<file path="config.mk">
export PLATFORM = sky130hd
export DESIGN_NAME = morse_symbol_decoder
export DESIGN_NICKNAME = d
export VERILOG_FILES = /design/src/rtl/morse_symbol_decoder.sv
export SDC_FILE = /design/constraint.sdc
export NUM_CORES = 1
export LEC_CHECK = 0
export CAP_MARGIN = 30
export CORE_MARGIN = 5
export CORE_UTILIZATION = 56
export CTS_BUF_LIST = sky130_fd_sc_hd__clkbuf_8
export DETAILED_ROUTE_END_ITERATION = 10
export GPL_ROUTABILITY_DRIVEN = 0
export PLACE_DENSITY = 0.86
export SETUP_SLACK_MARGIN = 0.2
export SLEW_MARGIN = 25
export SYNTH_ARGS = -nofsm -noshare
export SYNTH_HDL_FRONTEND = slang
export SYNTH_SLANG_ARGS = --single-unit
</file>
<file path="constraint.sdc">
create_clock -name clk -period 3.7 [get_ports clk]
set_input_delay 0.74 -clock clk [delete_from_list [all_inputs] [get_ports clk]]
set_output_delay 0.74 -clock clk [all_outputs]
set_load 0.02 [all_outputs]
</file>
<file path="src/rtl/morse_symbol_decoder.sv">
// Morse symbol decoder: collects dot/dash codes of one letter and emits its
// ASCII character (A-Z, 0-9) as a registered one-cycle pulse on Space/EndSeq.
module morse_symbol_decoder #(
  parameter logic [7:0] ERR_CHAR      = 8'h3F,
  parameter bit         WORD_SPACE_EN = 1'b1
) (
  input  logic       clk,
  input  logic       rst,
  input  logic [2:0] Signals,
  output logic       char_valid,
  output logic [7:0] char_ascii,
  output logic       char_err,
  output logic       msg_end,
  output logic [2:0] sym_count
);

  localparam logic [2:0] SIG_DOT   = 3'b000;
  localparam logic [2:0] SIG_DASH  = 3'b001;
  localparam logic [2:0] SIG_SPACE = 3'b010;
  localparam logic [2:0] SIG_END   = 3'b011;
  localparam logic [2:0] SIG_IDLE  = 3'b111;

  typedef enum logic {S_COLLECT, S_END} state_t;

  state_t      state_q, state_d;
  logic [2:0]  prev_q;
  logic [4:0]  pat_q, pat_d;
  logic [2:0]  len_q, len_d;
  logic        ovf_q, ovf_d;
  logic        valid_q, valid_d;
  logic [7:0]  ascii_q, ascii_d;
  logic        err_q, err_d;
  logic        msg_q, msg_d;
  logic        accept;
  logic [8:0]  decoded;
  logic        letter_bad;

  // Returns {hit, ascii}; key is {len, pattern}, first symbol at bit len-1, dash = 1.
  function automatic logic [8:0] lookup(input logic [2:0] len, input logic [4:0] pat);
    logic [8:0] r;
    r = 9'h000;
    case ({len, pat})
      8'b001_00000: r = {1'b1, 8'h45}; // E
      8'b001_00001: r = {1'b1, 8'h54}; // T
      8'b010_00001: r = {1'b1, 8'h41}; // A
      8'b010_00000: r = {1'b1, 8'h49}; // I
      8'b010_00011: r = {1'b1, 8'h4D}; // M
      8'b010_00010: r = {1'b1, 8'h4E}; // N
      8'b011_00100: r = {1'b1, 8'h44}; // D
      8'b011_00110: r = {1'b1, 8'h47}; // G
      8'b011_00101: r = {1'b1, 8'h4B}; // K
      8'b011_00111: r = {1'b1, 8'h4F}; // O
      8'b011_00010: r = {1'b1, 8'h52}; // R
      8'b011_00000: r = {1'b1, 8'h53}; // S
      8'b011_00001: r = {1'b1, 8'h55}; // U
      8'b011_00011: r = {1'b1, 8'h57}; // W
      8'b100_01000: r = {1'b1, 8'h42}; // B
      8'b100_01010: r = {1'b1, 8'h43}; // C
      8'b100_00010: r = {1'b1, 8'h46}; // F
      8'b100_00000: r = {1'b1, 8'h48}; // H
      8'b100_00111: r = {1'b1, 8'h4A}; // J
      8'b100_00100: r = {1'b1, 8'h4C}; // L
      8'b100_00110: r = {1'b1, 8'h50}; // P
      8'b100_01101: r = {1'b1, 8'h51}; // Q
      8'b100_00001: r = {1'b1, 8'h56}; // V
      8'b100_01001: r = {1'b1, 8'h58}; // X
      8'b100_01011: r = {1'b1, 8'h59}; // Y
      8'b100_01100: r = {1'b1, 8'h5A}; // Z
      8'b101_11111: r = {1'b1, 8'h30}; // 0
      8'b101_01111: r = {1'b1, 8'h31}; // 1
      8'b101_00111: r = {1'b1, 8'h32}; // 2
      8'b101_00011: r = {1'b1, 8'h33}; // 3
      8'b101_00001: r = {1'b1, 8'h34}; // 4
      8'b101_00000: r = {1'b1, 8'h35}; // 5
      8'b101_10000: r = {1'b1, 8'h36}; // 6
      8'b101_11000: r = {1'b1, 8'h37}; // 7
      8'b101_11100: r = {1'b1, 8'h38}; // 8
      8'b101_11110: r = {1'b1, 8'h39}; // 9
      default:      r = 9'h000;
    endcase
    return r;
  endfunction

  assign accept     = (Signals <= SIG_END) && (Signals != prev_q);
  assign decoded    = lookup(len_q, pat_q);
  assign letter_bad = ovf_q || !decoded[8];

  always_comb begin
    // NOTE: every output of this block gets a default first so no latch is inferred.
    state_d = state_q;
    pat_d   = pat_q;
    len_d   = len_q;
    ovf_d   = ovf_q;
    valid_d = 1'b0;
    ascii_d = ascii_q;
    err_d   = err_q;
    msg_d   = 1'b0;

    case (state_q)
      S_COLLECT: begin
        if (accept) begin
          case (Signals)
            SIG_DOT, SIG_DASH: begin
              if (len_q == 3'd5) begin
                ovf_d = 1'b1;
              end else begin
                pat_d = {pat_q[3:0], Signals[0]};
                len_d = len_q + 3'd1;
              end
            end
            SIG_SPACE: begin
              if (len_q != 3'd0) begin
                valid_d = 1'b1;
                ascii_d = letter_bad ? ERR_CHAR : decoded[7:0];
                err_d   = letter_bad;
              end else if (WORD_SPACE_EN) begin
                valid_d = 1'b1;
                ascii_d = 8'h20;
                err_d   = 1'b0;
              end
              pat_d = 5'd0;
              len_d = 3'd0;
              ovf_d = 1'b0;
            end
            default: begin // SIG_END
              if (len_q != 3'd0) begin
                valid_d = 1'b1;
                ascii_d = letter_bad ? ERR_CHAR : decoded[7:0];
                err_d   = letter_bad;
              end else begin
                msg_d = 1'b1;
              end
              pat_d   = 5'd0;
              len_d   = 3'd0;
              ovf_d   = 1'b0;
              state_d = S_END;
            end
          endcase
        end
      end
      default: begin // S_END
        // An empty-letter EndSeq already pulsed msg_end on entry; otherwise pulse it now.
        msg_d   = ~msg_q;
        state_d = S_COLLECT;
      end
    endcase
  end

  always_ff @(posedge clk) begin
    // NOTE: state registers use non-blocking assignment so all flops update from pre-edge values.
    if (rst) begin
      state_q <= S_COLLECT;
      prev_q  <= SIG_IDLE;
      pat_q   <= 5'd0;
      len_q   <= 3'd0;
      ovf_q   <= 1'b0;
      valid_q <= 1'b0;
      ascii_q <= 8'h00;
      err_q   <= 1'b0;
      msg_q   <= 1'b0;
    end else begin
      state_q <= state_d;
      prev_q  <= Signals;
      pat_q   <= pat_d;
      len_q   <= len_d;
      ovf_q   <= ovf_d;
      valid_q <= valid_d;
      ascii_q <= ascii_d;
      err_q   <= err_d;
      msg_q   <= msg_d;
    end
  end

  assign char_valid = valid_q;
  assign char_ascii = ascii_q;
  assign char_err   = err_q;
  assign msg_end    = msg_q;
  assign sym_count  = len_q;

endmodule
</file>
==> results.cfg <==
[hold_path]
min-delay-path-class = flop to flop
hp-start = char_ascii[4]

[detailed_routing]
post_drt_wl_per_cell_um = 15.9
ant_nets = 0
viasPerCell = 6.53
drc = 0
num_vias = 1645
dr.pass1.iters = 4
wirelength_mm = 4.02
drt_iter0_drc = 187

[sta]
clock_skew_ps = 9.11
setup_tns_ps = 0
hold_violations = 0
finalMaxSlewViolations = 0
timing.final.crit_share_pct = 70.7
period_needed_ps = 2610
setup_viol = 0
fmax_mhz = 382
relSlewSlack_pct = 38.5
worstMarginPinSlew_ps = 921
layout_setup_ws_ps = 1090
hold_ws_ps = 453
rsz0062_at_grt = no

[worst_setup_path]
arrival_ps = 2730
cp.required_ps = 3820
critPathLaunch = Signals[1]
path_class = input pin to flop
slowest_delay_ps = 650
worstSetupEndpointType = flop
slowest_stage = clkdlybuf4s50_1
path_cells = clkdlybuf4s50_1 > nor3b_1 > nand3_1 > a2111oi_0 > a311oi_1
timing.rr.start = sym_count[1]
critPathMaxFanout = 9
cp_top_family = simple AND/OR/NAND/NOR gates
cp.buffers_inverters = 1
r2r_setup_slack_ps = 1290
setup.worst_path.start_class = input pin

[cells_and_area]
drive_above_1_share_pct = 10.0
syn2layout_area_growth_pct = 10.0
diodes = 0
stdcell_area_um2 = 1910
instances_no_fill = 252
finalNetCount = 228
final_util_pct = 63.6

[place]
post-dp-hpwl_mm = 2.76
dp.cells = 248
place_area_um2 = 1860
dp_slack_ps = 869
io_buffers = 17

[power_and_ir_drop]
power.density_nw_per_um2 = 252
ir_drop_v = 0.000251
finalPower_mw = 0.481
p_leak_nw = 0.632

[yosys]
yosys-top-cells-count = dfxtp_1, nor2_1, nand2_1, clkbuf_1, a21oi_1
syn_inst = 216
synth_edf_count = 0
synth_ff_type = dfxtp_1
ys_seq_area_share_pct = 26.5
syn-mean-instance-area_um2 = 8.04
yosys-top-cells-area = dfxtp_1, nor2_1, nand2_1, a21oi_1, nor3_1
yosysMostFrequentCell = dfxtp_1
yosys_warnings = 0
syn_nets = 224
synth_seq_cells = 23
ys_types = 66
netlist_area_um2 = 1740
netlist.area_leader.share_pct = 26.5
synth.largest_area_cell = dfxtp_1
async_reset_ff_share_pct = 0

[floorplanning]
core_region_area_um2 = 3000
die_h_um = 65.7
start_util_pct = 57.8
io_pins = 19
rows = 20
die_w_um = 65.7
die_area_um2 = 4320

[cts]
clockBufferDepth = 2
clock-root-buffer = clkbuf_8
postCtsHoldBufs = 0
tritoncts = yes
cts_resized = 0
htreeDepth = 1
insertion_delay_ps = 270
cts_made_buffers = 3
post_cts_buffers = 0
clkTransAtPathRegs_ps = 70
cts.sinks = 23

[flow_run]
cap_violations = 0

[global_route]
grt_max_degree = 27
grt_pass1_wl_mm = 7.06
antenna_found_initial = 0
grt_pass1_vias = 1476
overflow = 0
globalRouteTotalUtil_pct = 20.5

[outcome]
outcome = finished, final reports clean
## worst paths after layout
path,to,cells past startpoint
worst max-delay path,char_ascii[2],5
worst min-delay path,char_ascii[4],2
worst max register to register,char_ascii[2],7
worst min register to register,char_ascii[4],2
## cells by family after synthesis
kind of cell / after synthesis / synth area share [%]
other: 1 / 0.216
AOI/OAI and AO/OA: 72 / 32.9
muxes: 2 / 1.15
DFF: 23 / 26.5
and+or+nand+nor: 85 / 28.3
adders and majority gates: 3 / 2.16
xor gates and xnor gates: 3 / 1.51
buffers and inverters: 27 / 7.21
## cells in the final DEF (no fill, tap or decap), types with 3 or more instances in the layout
cell type        instances
dfxtp_1                 23
nor2_1                  21
clkdlybuf4s50_1         17
nand2_1                 14
a21oi_1                 10
nor3_1                   9
nand2b_1                 7
a31oi_1                  7
o21ai_0                  6
a22oi_1                  6
inv_1                    5
o211ai_1                 4
o21ai_1                  4
nand3_1                  4
or2_2                    4
nor2b_1                  3
xor2_1                   3
nor3b_1                  3
a311oi_1                 3
nor4b_1                  3
a2111oi_0                3
ha_1                     3
clkbuf_8                 3
## state kept, by name, indices dropped and copies added, names as in the netlist
| signal | count |
|---|---|
| char_ascii | 7 |
| char_err | 1 |
| char_valid | 1 |
| msg_end | 1 |
| ovf_q | 1 |
| pat_q | 5 |
| prev_q | 3 |
| state_q | 1 |
| sym_count | 3 |
## worst reg2reg max path: cells and delay by family (launching register included)
kind            cells  cell delay [ps]
buf+inv             1              120
flops               1              610
compound gates      3              930
fa+ha+maj           1              220
simple gates        2              380
## routing by layer
metal	track usage, %	wire, um	vias up
met5	0	0	-
met4	6.22	59	0
met3	4.10	242	6
met2	29.8	1840	58
met1	30.2	1870	759
li1	-	-	822
## area by class of cell
type                    count  area [um^2]
clock buffers               3         41.3
clock inverters             1         5.00
fillers                   274         1090
inverters                   7         26.3
multi-input cells         166         1150
flip-flops and latches     23          460
well taps                  33         41.3
repair buffers             19          185
## power by group
part	switching (mW)	internal (mW)	leakage (nW)
Combinational	0.0407	0.0276	0.419
Sequential	0.00414	0.254	0.187
Clock	0.0794	0.0752	0.0255
Total	0.124	0.356	0.632
Note: power is estimated with default switching activity, not from simulation.
